--- src/rtl/image_read_sched_if.sv ---
// Control/monitor bundle between the pass scheduler, the cfg bus, the layer
// controller, the kernel loader and image_read.
interface image_read_sched_if #(
    parameter int unsigned CFG_DWIDTH = 32,
    parameter int unsigned CFG_AWIDTH = 5,
    parameter int unsigned PASS_WIDTH = 16
);
    logic [CFG_DWIDTH-1:0] cfg_data;
    logic [CFG_AWIDTH-1:0] cfg_addr;
    logic                  cfg_valid;
    logic                  start;
    logic                  abort;
    logic                  ker_ready;
    logic                  ker_next;
    logic                  ir_next;
    logic                  ir_val;
    logic                  ir_rdy;
    logic                  ir_last;
    logic                  busy;
    logic                  done;
    logic                  err;
    logic [PASS_WIDTH-1:0] pass_cnt;

    modport master (
        output cfg_data, cfg_addr, cfg_valid, start, abort, ker_ready,
               ir_val, ir_rdy, ir_last,
        input  ker_next, ir_next, busy, done, err, pass_cnt
    );

    modport slave (
        input  cfg_data, cfg_addr, cfg_valid, start, abort, ker_ready,
               ir_val, ir_rdy, ir_last,
        output ker_next, ir_next, busy, done, err, pass_cnt
    );
endinterface

--- src/rtl/image_read_sched.sv ---
// Pass scheduler for image_read: replays the image segment once per loaded
// kernel bank, watching the output stream for the accepted last beat.
module image_read_sched #(
    parameter int unsigned CFG_DWIDTH    = 32,
    parameter int unsigned CFG_AWIDTH    = 5,
    parameter int unsigned CFG_PASS_ADDR = 20,
    parameter int unsigned PASS_WIDTH    = 16,
    parameter int unsigned GAP_CYCLES    = 4,
    parameter int unsigned TMO_WIDTH     = 24
) (
    input logic               clk,
    input logic               rst,
    image_read_sched_if.slave bus
);
    localparam int unsigned GAP_W = (GAP_CYCLES > 1) ? $clog2(GAP_CYCLES) : 1;
    localparam logic [GAP_W-1:0]      GAP_LAST = GAP_W'(GAP_CYCLES - 1);
    localparam logic [GAP_W-1:0]      GAP_ONE  = GAP_W'(1);
    localparam logic [PASS_WIDTH:0]   RUN_ONE  = (PASS_WIDTH + 1)'(1);
    localparam logic [TMO_WIDTH-1:0]  TMO_ONE  = TMO_WIDTH'(1);
    localparam logic [CFG_AWIDTH-1:0] PASS_ADR = CFG_AWIDTH'(CFG_PASS_ADDR);

    typedef enum logic [5:0] {
        S_IDLE     = 6'b000001,
        S_WAIT_KER = 6'b000010,
        S_ISSUE    = 6'b000100,
        S_RUN      = 6'b001000,
        S_GAP      = 6'b010000,
        S_DONE     = 6'b100000
    } state_e;

    state_e                state_q, state_d;
    logic [PASS_WIDTH-1:0] cfg_passes_q;
    // One bit wider than pass_cnt so a full 2**PASS_WIDTH-pass run terminates.
    logic [PASS_WIDTH:0]   target_q, target_d;
    logic [PASS_WIDTH:0]   runs_q, runs_d;
    logic [TMO_WIDTH-1:0]  wdog_q, wdog_d, wdog_inc;
    logic [GAP_W-1:0]      gap_q, gap_d;
    logic                  abort_q, abort_d;
    logic                  err_q, err_d;
    logic                  ker_next_q, ker_next_d;
    logic                  ir_next_q, ir_next_d;
    logic                  busy_q, busy_d;
    logic                  done_q, done_d;
    logic                  last_beat, tmo;
    logic                  unused_cfg_data;

    assign unused_cfg_data = ^bus.cfg_data;

    always_ff @(posedge clk) begin
        if (rst) begin
            cfg_passes_q <= '0;
        end else if (bus.cfg_valid && bus.cfg_addr == PASS_ADR) begin
            cfg_passes_q <= bus.cfg_data[PASS_WIDTH-1:0];
        end
    end

    always_comb begin
        state_d    = state_q;
        target_d   = target_q;
        runs_d     = runs_q;
        wdog_d     = wdog_q;
        gap_d      = gap_q;
        abort_d    = abort_q;
        err_d      = err_q;
        ker_next_d = 1'b0;
        last_beat  = bus.ir_val & bus.ir_rdy & bus.ir_last;
        wdog_inc   = wdog_q + TMO_ONE;
        tmo        = &wdog_inc;

        case (state_q)
            S_IDLE: begin
                if (bus.start) begin
                    state_d  = S_WAIT_KER;
                    runs_d   = '0;
                    err_d    = 1'b0;
                    abort_d  = 1'b0;
                    target_d = {1'b0, cfg_passes_q} + RUN_ONE;
                end
            end
            S_WAIT_KER: begin
                if (bus.abort || abort_q) begin
                    state_d = S_DONE;
                end else if (bus.ker_ready) begin
                    state_d = S_ISSUE;
                end
            end
            S_ISSUE: begin
                wdog_d  = '0;
                state_d = S_RUN;
            end
            S_RUN: begin
                wdog_d = wdog_inc;
                if (last_beat) begin
                    ker_next_d = 1'b1;
                    runs_d     = runs_q + RUN_ONE;
                    gap_d      = '0;
                    state_d    = S_GAP;
                end else if (tmo) begin
                    ker_next_d = 1'b1;
                    err_d      = 1'b1;
                    state_d    = S_DONE;
                end
            end
            S_GAP: begin
                if (gap_q == GAP_LAST) begin
                    if (runs_q == target_q || abort_q) begin
                        state_d = S_DONE;
                    end else begin
                        state_d = S_WAIT_KER;
                    end
                end else begin
                    gap_d = gap_q + GAP_ONE;
                end
            end
            S_DONE: begin
                abort_d = 1'b0;
                state_d = S_IDLE;
            end
            default: begin
                state_d = S_IDLE;
            end
        endcase

        // Aborts mid-run are held until the current pass has drained.
        if (bus.abort && state_q != S_IDLE && state_q != S_DONE) begin
            abort_d = 1'b1;
        end

        ir_next_d = (state_q == S_ISSUE);
        busy_d    = (state_d != S_IDLE) && (state_d != S_DONE);
        done_d    = (state_d == S_DONE);
    end

    always_ff @(posedge clk) begin
        if (rst) begin
            state_q    <= S_IDLE;
            target_q   <= '0;
            runs_q     <= '0;
            wdog_q     <= '0;
            gap_q      <= '0;
            abort_q    <= 1'b0;
            err_q      <= 1'b0;
            ker_next_q <= 1'b0;
            ir_next_q  <= 1'b0;
            busy_q     <= 1'b0;
            done_q     <= 1'b0;
        end else begin
            state_q    <= state_d;
            target_q   <= target_d;
            runs_q     <= runs_d;
            wdog_q     <= wdog_d;
            gap_q      <= gap_d;
            abort_q    <= abort_d;
            err_q      <= err_d;
            ker_next_q <= ker_next_d;
            ir_next_q  <= ir_next_d;
            busy_q     <= busy_d;
            done_q     <= done_d;
        end
    end

    assign bus.ker_next = ker_next_q;
    assign bus.ir_next  = ir_next_q;
    assign bus.busy     = busy_q;
    assign bus.done     = done_q;
    assign bus.err      = err_q;
    assign bus.pass_cnt = runs_q[PASS_WIDTH-1:0];
endmodule

--- src/flat_wrapper.sv ---
// flat-port wrapper written by rule: the top's interface ports become plain ports
module image_read_sched_flat 
#(
    parameter int unsigned CFG_DWIDTH    = 32,
    parameter int unsigned CFG_AWIDTH    = 5,
    parameter int unsigned CFG_PASS_ADDR = 20,
    parameter int unsigned PASS_WIDTH    = 16,
    parameter int unsigned GAP_CYCLES    = 4,
    parameter int unsigned TMO_WIDTH     = 24
)
  (clk, rst, bus_cfg_data, bus_cfg_addr, bus_cfg_valid, bus_start, bus_abort, bus_ker_ready, bus_ir_val, bus_ir_rdy, bus_ir_last, bus_ker_next, bus_ir_next, bus_busy, bus_done, bus_err, bus_pass_cnt);
  image_read_sched_if #(.CFG_DWIDTH(CFG_DWIDTH), .CFG_AWIDTH(CFG_AWIDTH), .PASS_WIDTH(PASS_WIDTH)) bus_i ();
  input logic clk;
  input logic rst;
  input wire logic [$bits(bus_i.cfg_data)-1:0] bus_cfg_data;
  input wire logic [$bits(bus_i.cfg_addr)-1:0] bus_cfg_addr;
  input wire logic [$bits(bus_i.cfg_valid)-1:0] bus_cfg_valid;
  input wire logic [$bits(bus_i.start)-1:0] bus_start;
  input wire logic [$bits(bus_i.abort)-1:0] bus_abort;
  input wire logic [$bits(bus_i.ker_ready)-1:0] bus_ker_ready;
  input wire logic [$bits(bus_i.ir_val)-1:0] bus_ir_val;
  input wire logic [$bits(bus_i.ir_rdy)-1:0] bus_ir_rdy;
  input wire logic [$bits(bus_i.ir_last)-1:0] bus_ir_last;
  output wire logic [$bits(bus_i.ker_next)-1:0] bus_ker_next;
  output wire logic [$bits(bus_i.ir_next)-1:0] bus_ir_next;
  output wire logic [$bits(bus_i.busy)-1:0] bus_busy;
  output wire logic [$bits(bus_i.done)-1:0] bus_done;
  output wire logic [$bits(bus_i.err)-1:0] bus_err;
  output wire logic [$bits(bus_i.pass_cnt)-1:0] bus_pass_cnt;
  assign bus_i.cfg_data = bus_cfg_data;
  assign bus_i.cfg_addr = bus_cfg_addr;
  assign bus_i.cfg_valid = bus_cfg_valid;
  assign bus_i.start = bus_start;
  assign bus_i.abort = bus_abort;
  assign bus_i.ker_ready = bus_ker_ready;
  assign bus_i.ir_val = bus_ir_val;
  assign bus_i.ir_rdy = bus_ir_rdy;
  assign bus_i.ir_last = bus_ir_last;
  assign bus_ker_next = bus_i.ker_next;
  assign bus_ir_next = bus_i.ir_next;
  assign bus_busy = bus_i.busy;
  assign bus_done = bus_i.done;
  assign bus_err = bus_i.err;
  assign bus_pass_cnt = bus_i.pass_cnt;
  image_read_sched #(.CFG_DWIDTH(CFG_DWIDTH), .CFG_AWIDTH(CFG_AWIDTH), .CFG_PASS_ADDR(CFG_PASS_ADDR), .PASS_WIDTH(PASS_WIDTH), .GAP_CYCLES(GAP_CYCLES), .TMO_WIDTH(TMO_WIDTH)) u_core (.clk(clk), .rst(rst), .bus(bus_i));
endmodule
--- config.mk ---
export PLATFORM = sky130hd
export DESIGN_NAME = image_read_sched_flat
export DESIGN_NICKNAME = d
export VERILOG_FILES = /design/src/rtl/image_read_sched_if.sv /design/src/rtl/image_read_sched.sv /design/src/flat_wrapper.sv
export SDC_FILE = /design/constraint.sdc
export NUM_CORES = 1
export LEC_CHECK = 0
export CORE_ASPECT_RATIO = 0.5
export CORE_MARGIN = 1
export CORE_UTILIZATION = 45
export CTS_CLUSTER_SIZE = 10
export DETAILED_ROUTE_END_ITERATION = 8
export GPL_TIMING_DRIVEN = 0
export MAX_ROUTING_LAYER = met4
export PLACE_DENSITY = 0.68
export SLEW_MARGIN = 10
export SYNTH_ARGS = -nofsm -noshare
export SYNTH_HDL_FRONTEND = slang
export SYNTH_SLANG_ARGS = --single-unit
--- constraint.sdc ---
create_clock -name clk -period 2.8 [get_ports clk]
set_input_delay 0.28 -clock clk [delete_from_list [all_inputs] [get_ports clk]]
set_output_delay 0.28 -clock clk [all_outputs]
set_load 0.02 [all_outputs]
==> impl_results.md <==
* Number of nets still failing antenna checks after routing at 0
* Number of detailed-route iterations in the first pass at 4
* Fraction of post-synthesis cell area in the top cell type by area at a little under two fifths
* Initial core utilization at a little under half
* Count of input and output buffers at 50
* Mean cell area of the mapped netlist at 8.39 um2
* Startpoint Class: flip-flop
* TritonCTS buffer count at 9
* Layout Skew at approximately 0.0087 ns
* Ports at 67
* Crit path required time at between 3 and 4 ns
* Clock period minus final worst setup slack at between 2 and 3 ns
* Depth of the worst register-to-register path at 8
* Row count at 26
* Number of placed instances, taps included at ~760
* Nets@finish at about 680
* Count of state elements after synthesis at just under 90
* Number of antenna violations at the first check in global routing at 0
* Count of final max-slew check failures at 0
* H-tree levels at 3
* Fillcell total at 1002
* Routability congestion estimate at around 0.92
* Worst slew pin tran at ~0.7 ns
* Antenna Cells at 0
* Maximum fanout along the worst path at 10
* Highest Clock Rate at roughly 380 MHz
* Leading register cell type out of synthesis: sky130_fd_sc_hd__dfxtp_1
* Count of final hold-check violations at 0
* Post-Synthesis Net Count at between 600 and 700
* Clock insertion delay at the later pin of the skew report at about 0.35 ns
* CP arrival at approximately 2.9 ns
* Delay of the slowest cell on the worst path at 0.45 ns
* Via total after detailed routing at about 4300
* Clock transition at the registers of the reported paths at roughly 0.06 ns
* Placed wire-length estimate at a little under 9000 um
* Number of buffers inserted to repair setup after CTS at 0
* Die Footprint at around 0.011 mm2
* Area added between synthesis and finish at 20.1%
* Drt first-iter violations at approximately 190
* Total Neg Setup Slack at 0 ns
* TritonCTS clock tree: built
* Final critical-path share of the clock period at 93.4%
* First-pass GRT wire length at ~19000 um
* VDD IR-drop max at 0.310 mV
* Outcome: finished clean
* RSZ-0062 raised after global routing: false
* Element type at the critical path end: flip-flop
* Ratio of cells with drive above 1 in the final layout at about 11%
* Reg-to-reg critical path startpoint: u_core.wdog_q[1]$_SDFFE_PP0P_
* Die width at roughly 150 um
* Total core area at ~0.01 mm2
* Final number of setup-violating endpoints at 0
* Clock tree root driver cell: sky130_fd_sc_hd__clkbuf_16
* Sum of internal, switching and leakage power at 0.00267 W
* Worst setup slack for register-to-register paths at between 0.15 and 0.2 ns
* Highest-count cells in the layout ignoring fill and taps: sky130_fd_sc_hd__dfxtp_1 (88), sky130_fd_sc_hd__nor2_1 (79), sky130_fd_sc_hd__clkdlybuf4s50_1 (50)
* Leak at 2.08 nW
* Cell taking the most area after synthesis: sky130_fd_sc_hd__dfxtp_1
* Number of distinct library cell variants in the gate-level netlist after synthesis at 62
* Number of global-route vias before repair at between 3000 and 4000
* Worst hold path depth at 2
* Average wire per standard cell at 15.2 um
* Post-synthesis instance total at 571
* Pwr dens at 464 mW/mm2
* Clk buf depth at 2
* Count of yosys warnings during synthesis at 0
* Post-synth ARST share at 0%
* Share of synthesized area occupied by flip-flops and latches at between 30 and 40%
* Top post-synthesis cells by area: sky130_fd_sc_hd__dfxtp_1 (37%), sky130_fd_sc_hd__xor2_1 (6.2%), sky130_fd_sc_hd__nor2_1 (6.2%)
* Pin count of the biggest net entering global routing at 17
* Hold_sp: u_core.target_q[16]$_SDFFE_PP0P_
* Hold-critical path endpoint: u_core.target_q[16]$_SDFFE_PP0P_
* Leading cell type in the layout, fill and taps excluded: sky130_fd_sc_hd__dfxtp_1
* Total overflow reported by the global router at 0
* Worst path slowest cell: sky130_fd_sc_hd__dfxtp_1
* Path type of the worst setup path: reg2reg
* Routed via count divided by cell count at roughly 5.5
* Total length of routed wires at 11800 um
* Number of enable flip-flop cells after synthesis at 0
* Fin util at about 56%
* Height of the die at around 75 um
* Global routing usage summed across all routing layers at between 20% and 30%
* Relative slew slack at 52.7%
* List of cells traversed by the critical path: ha_1 -> buf_2 -> nand4_1 -> nor4_4 -> xor2_1 -> nand4_1 -> nor4_4 -> a22o_1
* CTS sink count at between 80 and 90
* Remaining design rule violation count at 0
* Fin Hold WS at just under 0.5 ns
* FF-to-FF End: u_core.bus.done$_SDFF_PP0_
* Number of maximum-capacitance constraint violations at 0
* Syn Std Cell Area at 0.00479 mm2
* Path category of the worst min-delay check: reg2reg
* Final instance count without filler cells at 777
[where the power goes]
| group | internal [W] | switching (W) |
|---|---|---|
| clock | 0.000614 | 0.000528 |
| sequential | 0.00128 | 0.0000251 |
| combinational | 0.000103 | 0.000118 |
[state kept, by name, indices dropped and copies added, names as in the netlist]
register,count
u_core.bus.err,1
u_core.wdog_q,24
u_core.runs_q,17
u_core.gap_q,2
u_core.abort_q,1
u_core.bus.busy,1
u_core.cfg_passes_q,16
u_core.bus.done,1
u_core.state_q,6
u_core.bus.ir_next,1
u_core.target_q,17
u_core.bus.ker_next,1
[worst max-delay path by stage]
| stage | to | slack, ns | cells after the start | startpoint |
|---|---|---|---|---|
| 4_1_cts | u_core.bus.done$_SDFF_PP0_ | 0.16 | 8 | u_core.wdog_q[1]$_SDFFE_PP0P_ |
| 2_1_floorplan | u_core.bus.busy$_SDFF_PP0_ | 0.67 | 8 | u_core.wdog_q[1]$_SDFFE_PP0P_ |
| 3_5_place_dp | u_core.bus.done$_SDFF_PP0_ | 0.18 | 8 | u_core.wdog_q[1]$_SDFFE_PP0P_ |
| 5_1_grt | u_core.bus.done$_SDFF_PP0_ | 0.002 | 8 | u_core.wdog_q[1]$_SDFFE_PP0P_ |
| 3_3_place_gp | u_core.bus.done$_SDFF_PP0_ | 0.18 | 8 | u_core.wdog_q[1]$_SDFFE_PP0P_ |
| 6_report | u_core.bus.done$_SDFF_PP0_ | 0.19 | 8 | u_core.wdog_q[1]$_SDFFE_PP0P_ |
[routing by layer]
metal | global-route usage, % | share of wire [%] | up-vias | wire (um)
met5 | - | 0 | - | 0
met3 | 5.27 | 3.3 | 11 | 388
li1 | - | - | 2166 | -
met4 | 6.99 | 1.0 | 0 | 119
met2 | 39.1 | 47 | 59 | 5580
met1 | 27.7 | 48 | 2016 | 5690
[critical path: cells and delay by family (launching register included)]
family | cells | cell delay [ns]
buffers and inverters | 1 | 0.22
AND/OR/NAND/NOR | 4 | 1.30
flip-flops | 1 | 0.45
XOR/XNOR | 1 | 0.22
AO/OA/AOI/OAI | 1 | 0.19
adder cells (fa/ha/maj) | 1 | 0.18
[what timing repair did]
action | 4_1_cts | 5_1_grt
hold buffers | 0 | 0
endpoints found under the setup margin | 0 | 3
gates resized for setup | 0 | 1
[through the flow]
stage	instance area (um2)	worst slack (ns)
global placement	5470	0.180
detailed placement	5470	0.185
global route	5760	0.00199
finish	5760	0.186
CTS	5750	0.163
floorplan	4790	0.673
[cells by family (layout without fill, tap and decap cells)]
group	count (synthesis)	after routing	share of synthesized area, %
adders and majority gates	5	5	1.31
muxes	20	20	4.20
and+or+nand+nor	240	240	27.3
AOI/OAI and AO/OA	117	117	15.4
DFF	88	88	36.8
xor gates and xnor gates	47	47	8.59
buffers and inverters	54	120	6.40
[cell usage after synthesis (13+ instances only)]
library cell / count
sky130_fd_sc_hd__dfxtp_1: 88
sky130_fd_sc_hd__nor2_1: 79
sky130_fd_sc_hd__a21oi_1: 41
sky130_fd_sc_hd__xor2_1: 34
sky130_fd_sc_hd__nand2_1: 32
sky130_fd_sc_hd__o21ai_0: 27
sky130_fd_sc_hd__nand3_1: 20
sky130_fd_sc_hd__mux2i_1: 19
sky130_fd_sc_hd__nand4_1: 19
sky130_fd_sc_hd__buf_4: 16
sky130_fd_sc_hd__buf_2: 15
sky130_fd_sc_hd__nor3_1: 15
sky130_fd_sc_hd__xnor2_1: 13
[cell type report]
| type | count | area [um2] | area share [%] |
|---|---|---|---|
| timing repair buffer | 50 | 500 | 8.70 |
| sequential | 88 | 1760 | 30.6 |
| tap | 140 | 175 | 3.04 |
| inverter | 6 | 22.5 | 0.391 |
| multi-input combinational | 429 | 2730 | 47.5 |
| clock buffer | 10 | 229 | 3.98 |
| buffer | 48 | 284 | 4.93 |
| clock inverter | 6 | 51.3 | 0.891 |
Power figures use the tool's default switching activity.
